## src/rtl/pop_data.sv

```systemverilog
// pop_data: drains the UART RX FIFO and rebuilds 4-byte speed frames
// (0xAA header, HI, LO, CHK=HI^LO), then presents the 14-bit speed value.
//
// Ports:
//   clk        in   system clock
//   reset_n    in   asynchronous active-low reset
//   fifo_empty in   RX FIFO empty flag
//   fifo_data  in   RX FIFO head word (first-word-fall-through)
//   fifo_read  out  pop strobe, one cycle per consumed byte
//   speed      out  last valid speed value, held between frames
//   done       out  one-cycle pulse when speed is updated
//   frame_err  out  one-cycle pulse on checksum, format or timeout error
module pop_data #(
    parameter int                   DATA_SIZE   = 8,
    parameter int                   WIDTH_SPEED = 14,
    parameter logic [DATA_SIZE-1:0] HEADER      = 8'hAA,
    parameter int                   TIMEOUT_CYC = 50000,
    parameter int                   WIDTH_TO    = 16
) (
    input  logic                   clk,
    input  logic                   reset_n,
    input  logic                   fifo_empty,
    input  logic [DATA_SIZE-1:0]   fifo_data,
    output logic                   fifo_read,
    output logic [WIDTH_SPEED-1:0] speed,
    output logic                   done,
    output logic                   frame_err
);

    localparam int HI_BITS = WIDTH_SPEED - DATA_SIZE;

    typedef enum logic [1:0] {
        HUNT = 2'd0,
        HI   = 2'd1,
        LO   = 2'd2,
        CHK  = 2'd3
    } state_t;

    state_t                 r_state;
    state_t                 w_state_nxt;
    logic [DATA_SIZE-1:0]   r_hi;
    logic [DATA_SIZE-1:0]   r_lo;
    logic [WIDTH_TO-1:0]    r_cnt;
    logic [WIDTH_SPEED-1:0] r_speed;
    logic                   r_done;
    logic                   r_err;

    logic [DATA_SIZE-1:0]   w_hi_nxt;
    logic [DATA_SIZE-1:0]   w_lo_nxt;
    logic [WIDTH_TO-1:0]    w_cnt_nxt;
    logic [WIDTH_SPEED-1:0] w_speed_nxt;
    logic                   w_done_nxt;
    logic                   w_err_nxt;

    logic                   w_pop;
    logic                   w_hi_bad;
    logic                   w_chk_ok;
    logic                   w_timeout;

    // The block never back-pressures: any available byte is consumed.
    assign w_pop     = ~fifo_empty & reset_n;
    assign w_hi_bad  = fifo_data[DATA_SIZE-1:HI_BITS] != '0;
    assign w_chk_ok  = fifo_data == (r_hi ^ r_lo);
    // A byte arriving on the limit cycle wins over the timeout.
    assign w_timeout = (r_state != HUNT) && !w_pop &&
                       (r_cnt == WIDTH_TO'(TIMEOUT_CYC - 1));

    assign fifo_read = w_pop;
    assign speed     = r_speed;
    assign done      = r_done;
    assign frame_err = r_err;

    always_ff @(posedge clk or negedge reset_n) begin
        if (!reset_n) begin
            r_state <= HUNT;
        end else begin
            r_state <= w_state_nxt;
        end
    end

    always_comb begin
        w_state_nxt = r_state;
        unique case (r_state)
            HUNT: begin
                if (w_pop && fifo_data == HEADER) w_state_nxt = HI;
            end
            HI: begin
                if (w_pop)          w_state_nxt = w_hi_bad ? HUNT : LO;
                else if (w_timeout) w_state_nxt = HUNT;
            end
            LO: begin
                if (w_pop)          w_state_nxt = CHK;
                else if (w_timeout) w_state_nxt = HUNT;
            end
            CHK: begin
                if (w_pop || w_timeout) w_state_nxt = HUNT;
            end
            default: w_state_nxt = HUNT;
        endcase
    end

    always_comb begin
        w_done_nxt  = (r_state == CHK) && w_pop && w_chk_ok;
        w_err_nxt   = w_timeout ||
                      ((r_state == HI)  && w_pop && w_hi_bad) ||
                      ((r_state == CHK) && w_pop && !w_chk_ok);
        w_hi_nxt    = ((r_state == HI) && w_pop) ? fifo_data : r_hi;
        w_lo_nxt    = ((r_state == LO) && w_pop) ? fifo_data : r_lo;
        w_speed_nxt = w_done_nxt ? {r_hi[HI_BITS-1:0], r_lo} : r_speed;
        if (r_state == HUNT || w_pop || w_timeout) begin
            w_cnt_nxt = '0;
        end else begin
            w_cnt_nxt = r_cnt + 1'b1;
        end
    end

    always_ff @(posedge clk or negedge reset_n) begin
        if (!reset_n) begin
            r_hi    <= '0;
            r_lo    <= '0;
            r_cnt   <= '0;
            r_speed <= '0;
            r_done  <= 1'b0;
            r_err   <= 1'b0;
        end else begin
            r_hi    <= w_hi_nxt;
            r_lo    <= w_lo_nxt;
            r_cnt   <= w_cnt_nxt;
            r_speed <= w_speed_nxt;
            r_done  <= w_done_nxt;
            r_err   <= w_err_nxt;
        end
    end

endmodule
```

## config.mk

```make
export PLATFORM = sky130hd
export DESIGN_NAME = pop_data
export DESIGN_NICKNAME = d
export VERILOG_FILES = /design/src/rtl/pop_data.sv
export SDC_FILE = /design/constraint.sdc
export NUM_CORES = 1
export LEC_CHECK = 0
export ABC_CLOCK_PERIOD_IN_PS = 2670
export BUFFER_PORTS_ARGS = -buffer_cell sky130_fd_sc_hd__clkbuf_2
export CAP_MARGIN = 5
export CORE_MARGIN = 4
export CORE_UTILIZATION = 50
export CTS_CLUSTER_DIAMETER = 200
export DETAILED_ROUTE_END_ITERATION = 10
export PLACE_DENSITY = 0.7
export SLEW_MARGIN = 20
export SYNTH_ARGS = -nofsm -noshare
export SYNTH_HDL_FRONTEND = slang
export SYNTH_SLANG_ARGS = --single-unit
```

## constraint.sdc

```tcl
create_clock -name clk -period 2.67 [get_ports clk]
set_input_delay 0.534 -clock clk [delete_from_list [all_inputs] [get_ports clk]]
set_output_delay 0.534 -clock clk [all_outputs]
set_load 0.01 [all_outputs]
```

==> results.txt, run 1 <==
----------------------------------------------------
[CTS]
  Num CTS Buffers ... 5
  Worst skew pair latency ... 0.30 ns
  Post-cts resize count ... 0
  Hold buffer count at CTS ... 0
  Clock transition at path regs ... 0.09 ns
  Number of levels in the clock H-tree ... 2
  Number of post-CTS setup repair buffers ... 0
  TritonCTS clock tree ... yes
  Maximum clock insertion buffer count ... 2
  Clock root buffer ... sky130_fd_sc_hd__clkbuf_8
  Clock net sink count ... 50

[Floorplanning]
  Core Footprint ... 0.00450 sq mm
  Die Span Y ... 77.2 um
  Die width ... 77.2 um
  # rows ... 24
  I/O pins ... 28
  Area of the die ... 0.00596 sq mm
  Initial core utilization ... 53.1%

[Cells and area]
  Net count of the finished layout ... 222
  Fraction of final layout cells with drive strength greater than 1 ... 36.5%
  Antenna diodes ... 0
  Area growth from synthesis to layout ... 10.9%

[STA]
  Accumulated negative setup slack ... 0 ns
  Max frequency ... 455 MHz
  Setup WS post-layout ... 0.473 ns
  Clock Skews ... 0.00729 ns
  Clock period minus worst slack ... 2.20 ns
  Actual transition at the worst max-transition pin ... 0.641 ns
  Count of final setup violators ... 0
  RSZ-0062 raised after global routing ... no
  Fin. Hold Viols ... 0
  Final worst-path cycle share ... 82.3%
  Final slew viol count ... 0
  Tightest slew margin relative to the limit ... 56.9%

[Detailed routing]
  DRT antenna net count ... 0
  Drt initial violations ... 55
  Number of vias per cell after detailed routing ... 5.51
  DRC violation count after routing ... 0
  Wire length reported by the detailed router ... 4320 um
  Total vias in the final route ... 1450
  Average detailed-routed wire length per instance ... 16.4 um
  Number of detailed-route iterations in the first pass ... 4

[Yosys]
  Number of synthesized flops with an enable pin ... 0
  Combinational family with the most area after synthesis ... multiplexers
  Proportion of netlist area held by the largest area contributor ... 52.3%
  Netlist area before placement ... 0.00239 sq mm
  Synth Area in Simple Gates ... 12.7%
  Proportion of synthesized chip area in sequential cells ... 52.3%
  Adder and majority gate portion of the synthesized area ... 0.523%
  Mux cell area share after synthesis ... 15.5%
  Top cells by count, synth ... sky130_fd_sc_hd__dfrtp_1 (50), sky130_fd_sc_hd__nor2_1 (22), sky130_fd_sc_hd__mux2_2 (21)
  Instance count of the mapped netlist ... 179
  Post-synthesis net count ... 191
  Synthesized-area fraction occupied by ao, oa, aoi and oai cells ... 2.25%
  Flip-flop and latch count after synthesis ... 50
  Number of distinct library cells after synthesis ... 38
  Synth Area in XOR/XNOR ... 12.8%
  Ranking of synthesized cells by area ... sky130_fd_sc_hd__dfrtp_1 (52%), sky130_fd_sc_hd__mux2_2 (9.9%), sky130_fd_sc_hd__mux2_4 (5.6%), sky130_fd_sc_hd__xnor2_1 (4.0%), sky130_fd_sc_hd__nor2_1 (3.5%)
  Commonest register cell after synthesis ... sky130_fd_sc_hd__dfrtp_1
  Synth Warn # ... 0
  Mean post-synth cell area ... 13.4 sq um
  Post-synthesis cell type with the largest combined area ... sky130_fd_sc_hd__dfrtp_1
  Count leader, synth ... sky130_fd_sc_hd__dfrtp_1
  Async S/R FF share, synth ... 100%

[Global route]
  Overflow left after global routing ... 0
  Largest net degree at the start of global routing ... 51
  Antenna violations before repair ... 0
  Total global routing track utilization ... 15.8%
  Via count of the first global-routing pass ... 1540
  Wire length of the first global-routing pass ... 7480 um

[Critical path]
  Category of the worst setup path capture point ... flop
  Top cell family by delay on the critical path ... simple AND/OR/NAND/NOR gates
  Setup crit start ... r_lo[3]$_DFFE_PN0P_
  Critical path start-end classification ... reg -> reg
  Worst reg-to-reg setup slack ... 0.47 ns
  CP bufs+invs ... 1
  Maximum cell stage delay along the critical path ... 0.43 ns
  Critical-path cell with the highest stage delay ... sky130_fd_sc_hd__xnor3_4
  Largest fanout on the critical path ... 15
  Launching element type of the critical path ... flop
  List of cells traversed by the critical path ... xnor3_4 > nand4_1 > nor4_2 > and4_1 > buf_12 > mux2_2
  Critical Path AT ... 2.39 ns
  CP Data Required Time ... 2.86 ns
  R2r startpoint ... r_lo[3]$_DFFE_PN0P_

[Pwr]
  Switching power ... 0.000423 W
  Internal power consumption ... 0.00128 W
  Leakage power of the design ... 1.25 nW
  Relative contribution of sequential cells to total power ... 52.0%
  Share of power burned in combinational logic ... 16.9%
  Power per Cell Area ... 643 mW/mm^2
  Clock network fraction of design power ... 31.1%
  Largest voltage drop on the vdd net ... 0.459 mV
  Proportion of total power due to net switching ... 24.8%

[Placed design]
  Setup Slack @ Placement ... 0.241 ns
  Placer Congestion ... 0.830
  Detail Placement HPWL ... 3150 um
  Port-buffer cells ... 27

[Outcome]
  Outcome ... complete, no violations

[Flow run]
  Count of max-cap constraint violations ... 0

[Worst hold path]
  Class of the tightest hold or removal check ... in -> async

----------------------------------------------------
## metal layers
metal	global-route usage (%)	part of all wire (%)	wire length, um	vias up
met4	4.80	1.4	59	0
met3	3.86	4.3	186	7
met5	0	0	0	-
met1	21.5	48	2080	720
li1	-	-	-	685
met2	25.0	46	1990	38
## layout by cell type, fill, tap and decap left out, types with 3 or more instances in the layout
cell	count
sky130_fd_sc_hd__dfrtp_1	50
sky130_fd_sc_hd__xor2_1	7
sky130_fd_sc_hd__clkbuf_8	5
sky130_fd_sc_hd__xnor2_1	11
sky130_fd_sc_hd__nor4_1	3
sky130_fd_sc_hd__mux2_4	9
sky130_fd_sc_hd__mux2_2	21
sky130_fd_sc_hd__nor3_1	4
sky130_fd_sc_hd__nor2_1	22
sky130_fd_sc_hd__nand2_1	9
sky130_fd_sc_hd__nand3_1	8
sky130_fd_sc_hd__xnor3_4	3
sky130_fd_sc_hd__clkbuf_2	27
## cells by family after synthesis
family,after synthesis
buffers and inverters,8
xor gates and xnor gates,24
DFF,50
AOI/OAI and AO/OA,7
and+or+nand+nor,59
muxes,30
adders and majority gates,1
## stage by stage
step                      cells  power (W)  cell area, sq um  hold WS [ns]  util (%)
after global routing        263    0.00178              2660         0.430      58.9
final                       263    0.00171              2660         0.374      58.9
after floorplan             179    0.00114              2390         0.238         -
after detailed placement    255    0.00119              2540         0.477      56.4
after CTS                   263    0.00172              2660         0.398      58.9
after global placement      255    0.00118              2540         0.474      56.4
## worst paths after layout
check,endpoint,depth (start not counted)
setup / recovery,speed[13]$_DFFE_PN0P_,6
hold / removal,r_cnt[2]$_DFF_PN0_,2
setup reg to reg,speed[13]$_DFFE_PN0P_,6
hold reg to reg,r_cnt[0]$_DFF_PN0_,1
max in group asynchronous,r_cnt[11]$_DFF_PN0_,2
min in group clk,r_cnt[0]$_DFF_PN0_,1
## worst register-to-register path, cell delays in order (launching register included)
cell and delay [ns]:
sky130_fd_sc_hd__dfrtp_1 0.41, sky130_fd_sc_hd__xnor3_4 0.43, sky130_fd_sc_hd__nand4_1 0.09, sky130_fd_sc_hd__nor4_2 0.35, sky130_fd_sc_hd__and4_1 0.28, sky130_fd_sc_hd__buf_12 0.17, sky130_fd_sc_hd__mux2_2 0.35
## power by group through the flow
stage	logic (W)	clock network (W)	registers (W)
after detailed placement	0.000292	0	0.000903
after CTS	0.000294	0.000541	0.000887
after global routing	0.000313	0.000573	0.000897
final	0.000289	0.000530	0.000887
after global placement	0.000284	0	0.000895
after floorplan	0.000260	0	0.000878
## state kept, by name, summed over array words and instances, names as in the netlist
signal,count
done,1
frame_err,1
r_cnt,16
r_hi,8
r_lo,8
r_state,2
speed,14
## cell type report
type / count / area (sq um)
fillers: 359 / 1850
flip-flops and latches: 50 / 1250
multi-input cells: 121 / 1050
repair buffers: 30 / 170
clock buffers: 5 / 68.8
well taps: 52 / 65.1
clock inverters: 3 / 45.0
inverters: 2 / 7.51
No activity file was read; power rests on OpenSTA's default activity.
==> run 2, diff against run 1 <==
--- a/config.mk
+++ b/config.mk
@@ -5,7 +5,7 @@
 export SDC_FILE = /design/constraint.sdc
 export NUM_CORES = 1
 export LEC_CHECK = 0
-export ABC_CLOCK_PERIOD_IN_PS = 2670
+export ABC_CLOCK_PERIOD_IN_PS = 2200
 export BUFFER_PORTS_ARGS = -buffer_cell sky130_fd_sc_hd__clkbuf_2
 export CAP_MARGIN = 5
 export CORE_MARGIN = 4
==> constraint.sdc (replaced) <==
create_clock -name clk -period 2.2 [get_ports clk]
set_input_delay 0.44 -clock clk [delete_from_list [all_inputs] [get_ports clk]]
set_output_delay 0.44 -clock clk [all_outputs]
set_load 0.01 [all_outputs]
==> results.txt, run 2 (synthesis gave the netlist of run 1 again) <==
----------------------------------------------------
[Critical path]
  Category of the worst setup path capture point ... flop
  Critical Path AT ... 2.32 ns (-0.07 ns)
  Critical path start-end classification ... reg -> reg
  Setup crit start ... r_lo[0]$_DFFE_PN0P_
  Maximum cell stage delay along the critical path ... 0.43 ns (about the same)
  Launching element type of the critical path ... flop
  Critical-path cell with the highest stage delay ... sky130_fd_sc_hd__xnor3_4
  Largest fanout on the critical path ... 5 (-10)
  R2r startpoint ... r_lo[0]$_DFFE_PN0P_
  CP Data Required Time ... 2.40 ns (-0.46 ns)
  List of cells traversed by the critical path ... xnor3_4 > nand2_1 > nor4_4 > and4_4 > clkbuf_16 > mux2_4

[Global route]
  Total global routing track utilization ... 16.5% (+0.71 points)
  Wire length of the first global-routing pass ... 7730 um (+3.3%)
  Largest net degree at the start of global routing ... 51 (unchanged)
  Via count of the first global-routing pass ... 1544 (+0.26%)
  Overflow left after global routing ... 0 (unchanged)
  Antenna violations before repair ... 0 (unchanged)

[Cells and area]
  Fraction of final layout cells with drive strength greater than 1 ... 39.5% (+3.1 points)
  Most flops, register ... r_cnt
  Area growth from synthesis to layout ... 15.4%
  Largest register FFs ... 16 (unchanged)
  Most common cell after layout, fill and taps aside ... sky130_fd_sc_hd__dfrtp_1
  Count of non-filler cells in the finished layout ... 272 (+3.4%)
  Area of all placed cells without fillers ... 0.00276 sq mm (+4.0%)
  Net count of the finished layout ... 231 (+4.1%)
  Most frequent cells in the layout ... sky130_fd_sc_hd__dfrtp_1 (50), sky130_fd_sc_hd__clkbuf_2 (27), sky130_fd_sc_hd__nor2_1 (22)
  Filler Cell Count ... 373 (+3.9%)
  Antenna diodes ... 0 (unchanged)

[Pwr]
  Largest voltage drop on the vdd net ... 0.428 mV (-6.6%)
  Leakage power of the design ... 1.31 nW (+5.1%)
  Total chip power ... 0.00211 W (+23%)
  Power per Cell Area ... 763 mW/mm^2 (+19%)

[CTS]
  Clock net sink count ... 50 (unchanged)
  Number of levels in the clock H-tree ... 2 (unchanged)
  Maximum clock insertion buffer count ... 2 (unchanged)
  TritonCTS clock tree ... yes
  Num CTS Buffers ... 5 (unchanged)
  Hold buffer count at CTS ... 0 (unchanged)
  Clock root buffer ... sky130_fd_sc_hd__clkbuf_8
  Worst skew pair latency ... 0.31 ns (about the same)
  Clock transition at path regs ... 0.09 ns (about the same)

[STA]
  Final slew viol count ... 0 (unchanged)
  Max frequency ... 473 MHz (+3.9%)
  RSZ-0062 raised after global routing ... no
  Tightest slew margin relative to the limit ... 59.3% (+2.4 points)
  Accumulated negative setup slack ... 0 ns (unchanged)
  Clock Skews ... 0.00729 ns (-0.00000435 ns)
  Clock period minus worst slack ... 2.12 ns (-0.0816 ns)
  Fin. Hold Viols ... 0 (unchanged)
  Final worst-path cycle share ... 96.2% (+14 points)
  Count of final setup violators ... 0 (unchanged)
  Actual transition at the worst max-transition pin ... 0.606 ns (-0.0352 ns)
  Hold Worst Slack ... 0.276 ns (-0.0981 ns)

[Detailed routing]
  Average detailed-routed wire length per instance ... 16.4 um (-0.17%)
  Drt initial violations ... 122 (+120%)
  Number of vias per cell after detailed routing ... 5.58 (+1.3%)
  DRT antenna net count ... 0 (unchanged)
  Total vias in the final route ... 1519 (+4.8%)
  Wire length reported by the detailed router ... 4460 um (+3.2%)
  Number of detailed-route iterations in the first pass ... 4 (unchanged)
  DRC violation count after routing ... 0 (unchanged)

[Worst hold path]
  Class of the tightest hold or removal check ... in -> async

[Floorplanning]
  I/O pins ... 28 (unchanged)
  Initial core utilization ... 53.1% (unchanged)
  Area of the die ... 0.00596 sq mm (unchanged)
  Core Footprint ... 0.00450 sq mm (unchanged)
  # rows ... 24 (unchanged)
  Die width ... 77.2 um (unchanged)
  Die Span Y ... 77.2 um (unchanged)

[Placed design]
  Placed Cells incl. Taps ... 261 (+2.4%)
  Standard cell area after detailed placement ... 0.00259 sq mm (+1.8%)
  Port-buffer cells ... 27 (unchanged)
  Placer Congestion ... 0.853 (+2.7%)
  Detail Placement HPWL ... 3140 um (-0.46%)

[Outcome]
  Outcome ... complete, no violations

[Flow run]
  Count of max-cap constraint violations ... 0 (unchanged)

----------------------------------------------------
==> run 2: changes by cell type in the layout (fill, tap and decap cells not counted), moves of 2 or more <==
cell / delta
sky130_fd_sc_hd__clkinvlp_4: -2
sky130_fd_sc_hd__mux2_2: -2
sky130_fd_sc_hd__buf_4: +7
sky130_fd_sc_hd__mux2_4: +2
==> run 2: repair_timing <==
| item | 4_1_cts | 5_1_grt |
|---|---|---|
| setup endpoints to repair | 1 | 14 |
| pin swaps | 0 | 5 |
| buffers inserted | 0 | 2 |
| gates cloned | 0 | 1 |
| resized for setup | 1 | 4 |
==> run 2: path summary, 6_finish.rpt <==
kind | end | slack (ns) | cells past startpoint
setup / recovery | speed[12]$_DFFE_PN0P_ | 0.08 | 6
setup reg to reg | speed[12]$_DFFE_PN0P_ | 0.08 | 6
hold / removal | r_state[1]$_DFFE_PN0P_ | 0.28 | 2
hold reg to reg | r_cnt[0]$_DFF_PN0_ | 0.50 | 1
max in group asynchronous | speed[10]$_DFFE_PN0P_ | 1.52 | 2
min in group clk | r_lo[3]$_DFFE_PN0P_ | 0.42 | 2
==> run 2: where the power goes <==
group          leakage, nW  switching [W]  internal [W]
logic                0.558       0.000149      0.000232
registers            0.695      0.0000796      0.000997
clock network       0.0585       0.000307      0.000341
==> run 2: metal layers <==
| metal | vias to the layer above | part of all wire (%) | global-route usage [%] |
|---|---|---|---|
| met5 | - | 0 | 0 |
| met4 | 0 | 1.3 | 5.52 |
| met3 | 8 | 4.2 | 4.80 |
| met2 | 29 | 47 | 25.0 |
| met1 | 772 | 47 | 22.8 |
| li1 | 710 | - | - |
==> run 2: layout make-up <==
type / count / area (sq um) / area share [%]
clock buffer: 5 / 68.8 / 2.49
inverter: 2 / 7.51 / 0.272
sequential: 50 / 1250 / 45.3
timing repair buffer: 39 / 259 / 9.38
tap: 52 / 65.1 / 2.36
clock inverter: 3 / 43.8 / 1.59
multi-input combinational: 121 / 1070 / 38.6
==> run 2: per-stage QoR <==
step | utilization (%) | worst slack [ns]
2_1_floorplan | - | 0.134
4_1_cts | 60.0 | 0.0204
3_5_place_dp | 57.4 | -0.0937
5_1_grt | 61.3 | 0.00746
3_3_place_gp | 57.4 | -0.0614
6_report | 61.3 | 0.0846
==> run 2: worst max-delay path: cells and delay by family, from the launching register on <==
| kind | cells | cell delay (ns) |
|---|---|---|
| xor gates and xnor gates | 1 | 0.43 |
| buffers and inverters | 1 | 0.17 |
| DFF | 1 | 0.41 |
| muxes | 1 | 0.30 |
| and+or+nand+nor | 3 | 0.72 |
